[src/rtl/frame_pkg.sv]
// Shared constants, state encoding and helpers for the frame rendering path.
package frame_pkg;

    localparam int unsigned XSCREEN      = 160;
    localparam int unsigned YSCREEN      = 120;
    localparam int unsigned COLOUR_W     = 3;
    localparam int unsigned ADDR_W       = 15;
    localparam int unsigned FRAME_PIXELS = XSCREEN * YSCREEN;
    localparam int unsigned X_W          = 8;
    localparam int unsigned Y_W          = 7;

    typedef enum logic [1:0] {
        IDLE  = 2'd0,
        SWEEP = 2'd1,
        FLUSH = 2'd2
    } state_t;

    // Fold a row sum back into 0..YSCREEN-1 with a single conditional subtract.
    function automatic logic [Y_W-1:0] wrap_row(input logic [Y_W:0] sum);
        logic [Y_W:0] folded;
        folded = sum;
        if (sum >= (Y_W+1)'(YSCREEN)) begin
            folded = sum - (Y_W+1)'(YSCREEN);
        end
        return folded[Y_W-1:0];
    endfunction

endpackage

[src/rtl/raster_counter.sv]
// Raster-order column/row counter with offset-wrapped source row.
module raster_counter
    import frame_pkg::*;
(
    input  logic           clk,
    input  logic           reset,
    input  logic           clear,
    input  logic           advance,
    input  logic [Y_W-1:0] offset,
    output logic [X_W-1:0] cx,
    output logic [Y_W-1:0] cy,
    output logic           last_pixel,
    output logic [Y_W-1:0] src_y
);

    logic [X_W-1:0] cx_q, cx_d;
    logic [Y_W-1:0] cy_q, cy_d;
    logic           row_end;

    assign row_end = (cx_q == X_W'(XSCREEN - 1));

    always_comb begin
        cx_d = cx_q;
        cy_d = cy_q;
        if (clear) begin
            cx_d = '0;
            cy_d = '0;
        end else if (advance) begin
            if (row_end) begin
                cx_d = '0;
                cy_d = (cy_q == Y_W'(YSCREEN - 1)) ? '0 : cy_q + Y_W'(1);
            end else begin
                cx_d = cx_q + X_W'(1);
            end
        end
    end

    always_ff @(posedge clk) begin
        if (reset) begin
            cx_q <= '0;
            cy_q <= '0;
        end else begin
            cx_q <= cx_d;
            cy_q <= cy_d;
        end
    end

    assign cx         = cx_q;
    assign cy         = cy_q;
    assign last_pixel = row_end && (cy_q == Y_W'(YSCREEN - 1));
    assign src_y      = wrap_row({1'b0, cy_q} + {1'b0, offset});

endmodule

[src/rtl/frame_renderer.sv]
// Sweeps the full frame in raster order, reading a scrolled background ROM
// and emitting one x/y/colour/plot beat per cycle.
module frame_renderer
    import frame_pkg::*;
(
    input  logic                CLOCK_50,
    input  logic                reset,
    input  logic                start,
    input  logic [6:0]          scroll_offset,
    output logic [ADDR_W-1:0]   rom_addr,
    input  logic [COLOUR_W-1:0] rom_data,
    output logic [7:0]          x,
    output logic [6:0]          y,
    output logic [COLOUR_W-1:0] colour,
    output logic                plot,
    output logic                busy,
    output logic                done
);

    state_t state_q, state_d;

    logic [Y_W-1:0]      off_q, off_d;
    logic                busy_q, busy_d;
    logic                done_q, done_d;

    // Stage 1: pixel whose address is at the ROM this cycle.
    logic                p1_vld_q, p1_vld_d;
    logic [X_W-1:0]      p1_x_q, p1_x_d;
    logic [Y_W-1:0]      p1_y_q, p1_y_d;
    logic                p1_last_q, p1_last_d;

    // Stage 2: registered adapter outputs.
    logic                plot_q, plot_d;
    logic [X_W-1:0]      x_q, x_d;
    logic [Y_W-1:0]      y_q, y_d;
    logic [COLOUR_W-1:0] colour_q, colour_d;
    logic                out_last_q, out_last_d;

    logic                cnt_clear;
    logic                cnt_advance;
    logic [X_W-1:0]      cx;
    logic [Y_W-1:0]      cy;
    logic                last_pixel;
    logic [Y_W-1:0]      src_y;
    logic [Y_W-1:0]      latched_off;

    raster_counter u_raster (
        .clk        (CLOCK_50),
        .reset      (reset),
        .clear      (cnt_clear),
        .advance    (cnt_advance),
        .offset     (off_q),
        .cx         (cx),
        .cy         (cy),
        .last_pixel (last_pixel),
        .src_y      (src_y)
    );

    // Counters and offset register are zero after reset, so this is 0 too.
    assign rom_addr = ADDR_W'(src_y) * ADDR_W'(XSCREEN) + ADDR_W'(cx);

    assign latched_off = (scroll_offset >= Y_W'(YSCREEN)) ?
                         scroll_offset - Y_W'(YSCREEN) : scroll_offset;

    always_comb begin
        state_d     = state_q;
        off_d       = off_q;
        busy_d      = busy_q;
        done_d      = out_last_q;
        cnt_clear   = 1'b0;
        cnt_advance = 1'b0;

        p1_vld_d    = 1'b0;
        p1_x_d      = p1_x_q;
        p1_y_d      = p1_y_q;
        p1_last_d   = 1'b0;

        plot_d      = p1_vld_q;
        x_d         = x_q;
        y_d         = y_q;
        colour_d    = colour_q;
        out_last_d  = p1_vld_q && p1_last_q;

        if (p1_vld_q) begin
            x_d      = p1_x_q;
            y_d      = p1_y_q;
            colour_d = rom_data;
        end

        // busy stays high through the final plot beat; it drops with done.
        if (out_last_q) begin
            busy_d = 1'b0;
        end

        unique case (state_q)
            IDLE: begin
                if (start && !busy_q) begin
                    off_d     = latched_off;
                    cnt_clear = 1'b1;
                    busy_d    = 1'b1;
                    state_d   = SWEEP;
                end
            end
            SWEEP: begin
                p1_vld_d    = 1'b1;
                p1_x_d      = cx;
                p1_y_d      = cy;
                p1_last_d   = last_pixel;
                cnt_advance = !last_pixel;
                if (last_pixel) begin
                    state_d = FLUSH;
                end
            end
            FLUSH: begin
                state_d = IDLE;
            end
            default: begin
                state_d = IDLE;
            end
        endcase
    end

    always_ff @(posedge CLOCK_50) begin
        if (reset) begin
            state_q    <= IDLE;
            off_q      <= '0;
            busy_q     <= 1'b0;
            done_q     <= 1'b0;
            p1_vld_q   <= 1'b0;
            p1_x_q     <= '0;
            p1_y_q     <= '0;
            p1_last_q  <= 1'b0;
            plot_q     <= 1'b0;
            x_q        <= '0;
            y_q        <= '0;
            colour_q   <= '0;
            out_last_q <= 1'b0;
        end else begin
            state_q    <= state_d;
            off_q      <= off_d;
            busy_q     <= busy_d;
            done_q     <= done_d;
            p1_vld_q   <= p1_vld_d;
            p1_x_q     <= p1_x_d;
            p1_y_q     <= p1_y_d;
            p1_last_q  <= p1_last_d;
            plot_q     <= plot_d;
            x_q        <= x_d;
            y_q        <= y_d;
            colour_q   <= colour_d;
            out_last_q <= out_last_d;
        end
    end

    assign x      = x_q;
    assign y      = y_q;
    assign colour = colour_q;
    assign plot   = plot_q;
    assign busy   = busy_q;
    assign done   = done_q;

endmodule

[config.mk]
export PLATFORM = sky130hd
export DESIGN_NAME = frame_renderer
export DESIGN_NICKNAME = d
export VERILOG_FILES = /design/src/rtl/frame_pkg.sv /design/src/rtl/raster_counter.sv /design/src/rtl/frame_renderer.sv
export SDC_FILE = /design/constraint.sdc
export NUM_CORES = 1
export LEC_CHECK = 0
export CORE_MARGIN = 1.5
export CORE_UTILIZATION = 40
export CTS_BUF_LIST = sky130_fd_sc_hd__clkbuf_16
export DETAILED_ROUTE_END_ITERATION = 6
export HOLD_SLACK_MARGIN = 0.12
export SETUP_SLACK_MARGIN = 0.2
export SKIP_LAST_GASP = 1
export SYNTH_ARGS = -nofsm -noshare
export SYNTH_HDL_FRONTEND = slang
export SYNTH_SLANG_ARGS = --single-unit
export TNS_END_PERCENT = 30
[constraint.sdc]
create_clock -name CLOCK_50 -period 9.6 [get_ports CLOCK_50]
set_input_delay 0.96 -clock CLOCK_50 [delete_from_list [all_inputs] [get_ports CLOCK_50]]
set_output_delay 0.96 -clock CLOCK_50 [all_outputs]
set_load 0.01 [all_outputs]
; Word level (Yosys, flattened, before mapping)
; Cells that the tools add are included.
[totals]
in_bits = 13
output_inout_bits = 36
regBits = 63
[classes]
n_mul = 1
muxes = 14
addsub = 6
reduce_logical = 11
bitwise = 1
n_lt_le_gt_ge = 2
n_eq_ne = 5
[op_table]
columns = op, count
row1 = $mux W7, 3
row2 = $add A15 B8 Y15, 1
row3 = $sub A7 B7 Y7 const B, 2
row4 = $mul A7 B3 Y10 const B, 1
row5 = $add A7 B7 Y8, 1
row6 = $add A8 B1 Y8 const B, 1
row7 = $eq A8 B8 Y1 const B, 1
row8 = $ge A8 B7 Y1 const B, 1
row9 = $mux W8, 1
row10 = $add A7 B1 Y7 const B, 1
row11 = $eq A7 B7 Y1 const B, 1
row12 = $ge A7 B7 Y1 const B, 1
row13 = $mux W1, 7
row14 = $reduce_and A2 Y1, 3
row15 = $mux W2, 2
row16 = $ne A2 B2 Y1 const B, 2
row17 = $pmux W2 S2, 1
row18 = $reduce_or A2 Y1, 2
row19 = $logic_and A1 B1 Y1, 3
row20 = $eq A2 B1 Y1 const B, 1
row21 = $logic_not A1 Y1, 2
row22 = $logic_not A2 Y1, 1
row23 = $not A1 Y1, 1

; Logic depth before layout (Yosys ltp)
; Gate-level depths: netlist of run 1.
[logic_depth]
depth_word = 5
ltp_mapped = 18
mapped_depth_nobuf = 18

; Modules after synthesis
; Synthesis of run 1 repeated with hierarchy kept, for this count alone.
[unflattened]
hier_cells = 373
area_unflattened_um2 = 3316.9
[by_module_without_submodules]
columns = mod, area_per_inst_um2, n_inst, cells_each, seq_area_each_um2
row1 = frame_renderer, 2193.4, 1, 239, 960.9
row2 = raster_counter, 1123.6, 1, 134, 300.3

; Worst setup path after synthesis of run 1
; No wires, ideal clock.
[synth_timing]
path_kind = register to output
start = register u_raster.cy_q[0], in the netlist u_raster.cy[0]
end = output port rom_addr[12]
slack_ns = 4.489
t_arrival_ns = 4.151
path_stages_with_launch = 18
path_cell_list = dfxtp_1 ha_1 fa_1 a211oi_2 o21ba_2 nor2_1 ha_1 mux2i_2 inv_1 ha_1 fa_1 nand2_1 nor3_1 nand2_1 nor2_1 a21oi_1 xnor2_1 xnor2_1
[synth_via]
elab_chain_len = 5
[synth_lines]
columns = element, line
row1 = start: declaration, raster_counter.sv:17  ; logic [Y_W-1:0] cy_q, cy_d;
row2 = start signal: assignment, raster_counter.sv:44  ; cy_q <= cy_d;
row3 = $add A7 B7 Y8 *, raster_counter.sv:51  ; assign src_y = wrap_row({1'b0, cy_q} + {1'b0, offset});
row4 = $sub A7 B7 Y7 or $ge A8 B7 Y1 (tied branches), "frame_pkg.sv:23, frame_pkg.sv:22"
row5 = $mux W7 *, frame_pkg.sv:22  ; if (sum >= (Y_W+1)'(YSCREEN)) begin
row6 = $mul A7 B3 Y10 *, frame_renderer.sv:60  ; assign rom_addr = ADDR_W'(src_y) * ADDR_W'(XSCREEN) + ADDR_W'(cx);
row7 = $add A15 B8 Y15 *, frame_renderer.sv:60
row8 = end: declaration, frame_renderer.sv:10  ; output logic [ADDR_W-1:0] rom_addr,
; Mark *: on every way between the ends. The rest lies on a longest branch, timed or not.

; Worst setup path in the final report of run 1
; Ends and elaborated chain as after synthesis.

==> metrics, run 1 <==
status=completed; relative slew slack=0.289; Top Layer Used=met4; ys async rst share=0; min-delay src=p1_last_q; Slew Limit Fails=0; sequential share of power=0.413; PortBufs=48; syn avg cell area=around 8.8 µm²; Int Pwr=0.502 mW; CTS max path bufs=2; Worst-Margin Slew=around 1.1 ns; Clock H-tree levels=3; worst-skew pair later-pin latency=roughly 0.33 ns; share of the synthesized area in the top cell type=0.384; maximum clock rate=approximately 160 MHz; Tcrit/Tclk final=0.660; Setup TNS Final=0 ns; GR Util All Layers=0.170; Area Growth Syn to Fin=24.8%; top cells by area, synth=dfxtp_1 38%, ha_1 8.0%, mux2i_1 6.1%; first-pass GRT wire length=11600 µm; Post-CTS Setup Bufs=0; Final Wtd Congestion=between 0.7 and 0.8; Core ar.=7850 µm²; row cnt=32; Logic pwr share=0.126; Routed Antenna Nets=0; leakage=1.64 nW; pwr dens=161 nW/µm²; vias in the first global route=approximately 2500; M1 wire length=around 3400 µm; CP Launch Type=flip-flop; Clk network pwr share=0.461; initial antenna violation count=0; area leader, netlist=dfxtp_1; CTS tree=built; clock sink count=63; CP Capture Type=output port; ANT cells=0; Layout Skew=0.00914 ns; Worst-path clk slew=0.05 ns; commonest non-fill, non-tap cells in the layout=63 x dfxtp_1, 53 x nand2_1, 49 x nor2_1, 48 x clkdlybuf4s50_1, 36 x a21oi_1; synthesized flop and latch total=63; initial core utilization=0.419; post-synthesis net count=410; Tmin final=roughly 6.3 ns; maximum number of pins on one net before global-route repair=49; crit-path max FO=6; Yosys Warn Count=0; wire per inst=~13 µm; peak supply drop=between 0.1 and 0.15 mV; metal2 WL=3300 µm; die area=slightly below 9000 µm²; Die Wd=93.7 µm; Req. time, crit path=8.64 ns; post-cts hold buffer count=0; chip height=93.7 µm; fin nets=~450; count of cell types in the netlist=51; max_cap viols=0; io pins=49; layout cells sized above 1=0.0690; predominant post-synthesis flop cell=dfxtp_1; DPL Wire Length=approximately 5000 µm; Vias=2673; Root Driver=clkbuf_16; Setup-failing EPs final=0; filler instances=around 760; routed length on met3=between 200 and 250 µm; CP Class=flip-flop to output port; WP data arrival=between 5 and 6 ns; Total Power=about 0.66 mW; EDFF count, synth=0; CTS Buf Count=9; r2r startpoint=u_raster.cx[0]; Net Sw Frac=0.240; DRC=0; register area share after synthesis=0.384; final hold vios=0; final wirelength=6970 µm; Post-Syn Instances=around 370; Net Sw Power=roughly 0.16 mW; Min-Delay Path Class=flip-flop to flip-flop; commonest non-fill, non-tap cell in the layout=dfxtp_1; beginning of the critical path=u_raster.cy[0]; Post-CTS Resized=0; DRT iter0 DRCs=approximately 140; Via density=between 5 and 6; RSZ-0062 raised after global routing=no; grt ovf=0; DRT Pass-1 Iters=4; post-synth design cell area=~3300 µm²; WHS=0.446 ns
[metal layers]
metal | GRT usage | vias up
li1 | - | 1383
met1 | 0.218 | 1244
met2 | 0.272 | 36
met3 | 0.0518 | 10
met4 | 0.0560 | 0
met5 | 0 | -
[sequential cells by signal (all words and copies together), names as in the netlist]
name         flops
done             1
p1_vld_q         1
p1_x_q           8
p1_y_q           7
plot             1
u_raster.cx      8
done_d           1
off_q            7
p1_last_q        1
busy             1
u_raster.cy      7
x                8
state_q          2
y                7
colour           3
[cells by family (layout without fill, tap and decap cells)]
kind of cell,after synthesis,after routing,synth area share
DFF,63,63,0.384
muxes,21,21,0.0651
xor gates and xnor gates,26,26,0.0716
AOI/OAI and AO/OA,69,69,0.128
buffers and inverters,21,68,0.0308
adders and majority gates,25,25,0.102
and+or+nand+nor,148,148,0.220
[cell type report]
class                   instances  area [µm²]  area share
clock buffers                   9         225      0.0549
clock inverters                 6        53.8      0.0131
inverters                       2        7.51     0.00183
multi-input cells             289        1920       0.469
flip-flops and latches         63        1260       0.307
well taps                     102         128      0.0311
repair buffers                 51         503       0.123
[final timing paths]
kind | endpoint | slack, ns | depth (start not counted)
max | rom_addr[12] | 3.26 | 18
min | done_d | 0.45 | 1
max reg2reg | u_raster.cy[6] | 7.12 | 7
min reg2reg | done_d | 0.45 | 1
[critical path: stages (launching register included)]
cell	delay, ns
dfxtp_1	0.38
ha_1	0.25
fa_1	0.43
a211oi_2	0.31
o21ba_2	0.23
nor4_2	0.06
nor3_1	0.23
mux2i_2	0.45
inv_1	0.14
ha_1	0.36
fa_1	0.63
nand2_1	0.09
nor3_1	0.28
nand2_1	0.14
nor2_1	0.15
a21oi_1	0.07
xnor2_1	0.18
xnor2_1	0.13
clkdlybuf4s50_1	0.55
[power groups by stage]
stage               registers (mW)  logic (mW)  clock network, mW
finish                       0.273      0.0835              0.304
detailed placement           0.278      0.0838                  0
floorplan                    0.275      0.0559                  0
global placement             0.278      0.0832                  0
CTS                          0.273      0.0844              0.308
global route                 0.274      0.0926              0.319
[synthesized netlist by cell type (3+ instances only)]
cell	n
ha_1	21
xor2_1	12
a21oi_1	36
nand4_1	3
nor3_1	6
mux2i_1	20
dfxtp_1	63
fa_1	3
nand3_1	7
buf_1	3
a21o_1	7
xnor2_1	13
nand2_1	53
nor2_1	49
a211oi_1	4
o21ai_0	7
nor2b_1	4
nand2b_1	3
clkbuf_1	10
buf_4	6
or3_1	4
o211ai_1	3
[metrics by stage]
stage / instances / setup slack [ns] / utilization / cell area (µm²)
2_1_floorplan: 373 / 4.49 / - / 3290
3_3_place_gp: 507 / 3.76 / 0.487 / 3820
3_5_place_dp: 507 / 3.59 / 0.487 / 3820
4_1_cts: 522 / 3.23 / 0.523 / 4100
5_1_grt: 522 / 2.83 / 0.523 / 4100
6_report: 522 / 3.26 / 0.523 / 4100
(Power assumes the default switching activity.)
==> run 2: changes to the inputs <==
clock period = 5.8 ns   (was 9.6 ns; I/O delays follow)
==> run 2 against run 1 <==
Combinational power up 71%. Die area unchanged. Critical path depth unchanged. Hold slack worse by 0.018 ns. Largest cell class unchanged. Highest routed layer unchanged. Core utilization up 1.1 points. Sequential share of layout area down 0.62 points. Critical endpoint is now rom_addr[13]. Power up 74%. Critical path type unchanged. Cell count up 0.38%.
==> metrics, run 2 (same netlist as run 1, synthesis figures left out) <==
status=completed; met3 track demand over resource=0.0502; worst-skew pair later-pin latency=0.32 ns; Placement Setup Slack=roughly 0.37 ns; worst reg-to-reg path cell count=7; Max stage delay cell, worst path=clkdlybuf4s50_1; Worst-Margin Slew=between 1 and 1.5 ns; Slew Limit Fails=0; Net Sw Power=~0.27 mW; initial core utilization=0.419; Min-Delay Path Class=flip-flop to flip-flop; r2r endpoint=u_raster.cy[6]; Int Pwr=between 0.8 and 0.9 mW; max_cap viols=0; Core ar.=just under 8000 µm²; chip height=93.7 µm; DRC=0; depth of the worst hold-timing path=1; clock sink count=between 60 and 70; Final Wtd Congestion=around 0.83; CP Launch Type=flip-flop; Setup-failing EPs final=0; peak supply drop=0.146 mV; Routed Antenna Nets=0; Final Non-Filler Cells=approximately 520; Root Driver=clkbuf_16; Clk network pwr share=0.484; Layout Skew=just under 0.007 ns; relative slew slack=0.294; PortBufs=48; fin nets=between 400 and 500; Tcrit/Tclk final=0.956; DRT Pass-1 Iters=4; wire per inst=~13 µm; Die Wd=between 90 and 100 µm; Worst path max stage delay=approximately 0.56 ns; ANT cells=0; pwr dens=between 200 and 300 nW/µm²; die area=8770 µm²; CTS tree=built; Clock H-tree levels=3; DPL Wire Length=around 5100 µm; maximum clock rate=roughly 180 MHz; crit-path max FO=5; row cnt=32; worst-case hold path end point=done_d; WP data arrival=a little under 5 ns; met1 Usage GRT=0.227; commonest non-fill, non-tap cells in the layout=63 x dfxtp_1, 53 x nand2_1, 49 x nor2_1, 47 x clkdlybuf4s50_1, 35 x a21oi_1; final hold vios=0; Post-CTS Setup Bufs=0; Logic pwr share=0.124; Req. time, crit path=about 5.2 ns; fin util=0.533; Area Growth Syn to Fin=27.4%; vias in the first global route=about 2500; Net Sw Frac=0.235; DRT iter0 DRCs=slightly below 90; filler instances=743; GR Util All Layers=0.171; post-cts hold buffer count=0; CTS max path bufs=2; final setup margin=between 0.2 and 0.3 ns; io pins=49; layout cells sized above 1=0.0877; most used cell, CP=ha_1; met2 Track Usage GR=0.266; min-delay src=p1_last_q; GR peak layer=met2; final wirelength=6940 µm; leakage=about 1.7 nW; CP Class=flip-flop to output port; Vias=2668; first-pass GRT wire length=about 12000 µm; WHS=between 0.4 and 0.5 ns; r2r startpoint=u_raster.cx[0]; sequential share of power=0.392; worst-path cell chain=ha_1 -> fa_2 -> a211oi_4 -> o21ba_2 -> nor2_1 -> ha_1 -> mux2i_2 -> inv_1 -> ha_1 -> ha_1 -> a21o_1 -> a21oi_2 -> xnor2_2 -> nand4b_1 -> mux2i_1 -> a22oi_1 -> o211ai_1 -> clkdlybuf4s50_1; Inst Count DP=508; grt ovf=0; maximum number of pins on one net before global-route repair=between 40 and 50; CP Capture Type=output port; Worst-path clk slew=about 0.060 ns; commonest non-fill, non-tap cell in the layout=dfxtp_1; initial antenna violation count=0; Tmin final=5.54 ns; r2r setup slk=3.30 ns; CTS Buf Count=9; RSZ-0062 raised after global routing=yes; Via density=roughly 5
[run 2: how the worst max path moves through the flow]
| stage | slack (ns) | depth (start not counted) | startpoint | to |
|---|---|---|---|---|
| 2_1_floorplan | 1.07 | 17 | u_raster.cy[0] | rom_addr[12] |
| 3_3_place_gp | 0.51 | 18 | u_raster.cy[0] | rom_addr[13] |
| 3_5_place_dp | 0.37 | 18 | u_raster.cy[0] | rom_addr[12] |
| 4_1_cts | 0.17 | 18 | u_raster.cy[0] | rom_addr[12] |
| 5_1_grt | -0.07 | 18 | u_raster.cy[0] | rom_addr[13] |
| 6_report | 0.26 | 18 | u_raster.cy[0] | rom_addr[13] |
[run 2: routing by layer]
layer / vias to the layer above / routed length (µm)
met5: - / 0
met3: 6 / 174
li1: 1384 / -
met4: 0 / 54
met1: 1249 / 3460
met2: 29 / 3250
[run 2: per-stage QoR]
step	total power, mW	setup TNS [ns]	area [µm²]
3_3_place_gp	0.599	0	3830
3_5_place_dp	0.601	0	3830
2_1_floorplan	0.548	0	3290
4_1_cts	1.16	0	4170
5_1_grt	1.19	-0.0670	4190
6_report	1.15	0	4190
[run 2: worst max-delay path, delay by kind of cell, from the launching register on]
kind / cells / cell delay [ns]
fa+ha+maj: 5 / 1.59
simple gates: 2 / 0.32
xor+xnor: 1 / 0.17
buf+inv: 2 / 0.65
compound gates: 6 / 1.16
flops: 1 / 0.37
mux: 2 / 0.37
[run 2: repair_timing]
| action | CTS | global route |
|---|---|---|
| pin swaps | 1 | 2 |
| gates resized for setup | 4 | 6 |
| endpoints found under the setup margin | 3 | 3 |
[run 2: layout make-up]
type,count,area [µm²],area share
Sequential cell,63,1260,0.301
Clock buffer,9,225,0.0538
Timing Repair Buffer,52,513,0.123
Inverter,2,7.51,0.00179
Multi-Input combinational cell,289,1960,0.469
Clock inverter,7,87.6,0.0209
Tap cell,102,128,0.0305
[run 2: power groups by stage]
stage                     clock [mW]  combinational [mW]  sequential, mW
final                          0.557               0.143           0.451
after global routing           0.585               0.157           0.453
after CTS                      0.565               0.143           0.451
after detailed placement           0               0.140           0.460
after global placement             0               0.139           0.460
after floorplan                    0              0.0925           0.456
==> run 3: changes to the inputs <==
CTS_BUF_LIST = unset   (was sky130_fd_sc_hd__clkbuf_16)
HOLD_SLACK_MARGIN = unset   (was 0.12)
==> run 3 against run 2 <==
Global-route usage about the same. Design area down 1.1%. Critical endpoint is now rom_addr[14]. Non-clock buffer count up 4. Register-to-register slack worse by 0.02 ns. Hold slack better by 0.0049 ns. Power down 9.5%. Sequential cell count unchanged. Sequential power about the same. Clock-buffer cell count up 3. Sequential share of layout area up 0.33 points.
==> metrics, run 3 (same netlist as run 1, synthesis figures left out) <==
first-pass GRT wire length=approximately 12000 µm; die area=8770 µm²; Min-Delay Path Class=flip-flop to flip-flop; Vias=between 2000 and 3000; CP Capture Type=output port; relative slew slack=0.301; commonest non-fill, non-tap cell in the layout=dfxtp_1; io pins=49; Die Wd=~94 µm; r2r setup slk=between 3 and 4 ns; ANT cells=0; Worst-Margin Slew=1.05 ns; Slew Limit Fails=0; depth of the worst hold-timing path=1; Req. time, crit path=roughly 5.2 ns; Setup TNS Final=0 ns; worst reg-to-reg path cell count=7; CTS max path bufs=2; initial core utilization=0.419; Via density=between 5 and 6; CP Class=flip-flop to output port; Worst-path clk slew=0.07 ns; DRC=0; vias in the first global route=2564; Tcrit/Tclk final=0.941; WP data arrival=around 4.9 ns; initial antenna violation count=0; RSZ-0062 raised after global routing=yes; fin nets=between 400 and 500; maximum number of pins on one net before global-route repair=between 40 and 50; CP Launch Type=flip-flop; max_cap viols=0; final hold vios=0; chip height=between 90 and 100 µm; worst-skew pair later-pin latency=between 0.3 and 0.4 ns; final wirelength=7080 µm; Setup-failing EPs final=0; Root Driver=clkbuf_8; PortBufs=between 40 and 50; DRT iter0 DRCs=95; area taken by multi-input logic gates=just under 2000 µm²; DP Area=approximately 3800 µm²; clock sink count=63; DRT Pass-1 Iters=4; peak supply drop=roughly 0.14 mV; leakage=between 1.5 and 2 nW; CTS tree=built; GR Util All Layers=0.170; Core ar.=slightly below 8000 µm²; register area=1260 µm²; Tmin final=between 5 and 6 ns; grt ovf=0; commonest non-fill, non-tap cells in the layout=63 x dfxtp_1, 53 x nand2_1, 49 x nor2_1, 46 x clkdlybuf4s50_1, 35 x a21oi_1; status=completed; wire per inst=13.4 µm; Area Growth Syn to Fin=26.0%; filler instances=762; design area=about 4100 µm²; CTS Buf Count=9; Final Wtd Congestion=0.825; Layout Skew=between 0.009 and 0.01 ns; pwr dens=roughly 250 nW/µm²; Routed Antenna Nets=0; row cnt=32; crit-path max FO=5; DPL Wire Length=~5100 µm; Clock H-tree levels=3; layout cells sized above 1=0.101; maximum clock rate=183 MHz
==> run 3: cell types whose count changed in the layout (fill, tap and decap cells not counted), moves of 3 or more <==
| cell | before | now |
|---|---|---|
| clkbuf_8 | 0 | 12 |
| clkbuf_16 | 9 | 0 |
| buf_4 | 4 | 8 |
| clkinv_1 | 3 | 0 |
==> run 3: critical path, stage by stage, from the launching register on <==
cell and delay, ns:
dfxtp_1 0.38, ha_1 0.25, fa_1 0.44, a211oi_4 0.28, o211ai_1 0.19, nor4_2 0.34, nor3_2 0.09, mux2i_2 0.20
inv_1 0.09, ha_1 0.34, ha_1 0.31, a21o_1 0.17, a21oi_2 0.21, nor2b_1 0.08, or2_2 0.29, nor2_1 0.12
o21ai_0 0.08, a21oi_1 0.15, clkdlybuf4s50_1 0.55
==> run 3: layout make-up <==
class | count | share of cell area
multi-input combinational | 289 | 0.474
sequential | 63 | 0.305
timing repair buffer | 56 | 0.131
clock buffer | 12 | 0.0399
tap | 102 | 0.0308
clock inverter | 4 | 0.0184
inverter | 2 | 0.00181
==> run 3: worst paths after layout <==
kind                    end      startpoint
max            rom_addr[14]  u_raster.cy[0]
min                  done_d       p1_last_q
max reg2reg  u_raster.cy[6]  u_raster.cx[0]
min reg2reg          done_d       p1_last_q
==> run 3: per-layer routing <==
layer	global-route usage	share of wire
met3	0.0396	0.031
met2	0.268	0.47
met1	0.227	0.49
met4	0.0622	0.012
met5	0	0
==> run 3: stage by stage <==
step / total power [mW] / instances / worst slack [ns] / hold WS, ns / utilization
floorplan: 0.548 / 373 / 1.07 / 0.406 / -
global placement: 0.599 / 508 / 0.506 / 0.410 / 0.488
detailed placement: 0.601 / 508 / 0.367 / 0.419 / 0.488
CTS: 1.05 / 524 / 0.177 / 0.436 / 0.523
global route: 1.08 / 528 / 0.0246 / 0.453 / 0.528
finish: 1.04 / 528 / 0.341 / 0.432 / 0.528
==> run 3: report_power, final <==
| part | switching [mW] | leakage (nW) | internal [mW] |
|---|---|---|---|
| registers | 0.0102 | 0.509 | 0.440 |
| clock network | 0.169 | 0.119 | 0.278 |
| logic | 0.0753 | 1.06 | 0.0690 |
| total | 0.255 | 1.69 | 0.787 |
==> run 3: what timing repair did <==
item | CTS | global route
hold buffers | 0 | 0
pin swaps | 5 | 4
buffers inserted | 0 | 4
hold endpoints to repair | 0 | 0
endpoints found under the setup margin | 3 | 3
gates resized for setup | 8 | 2
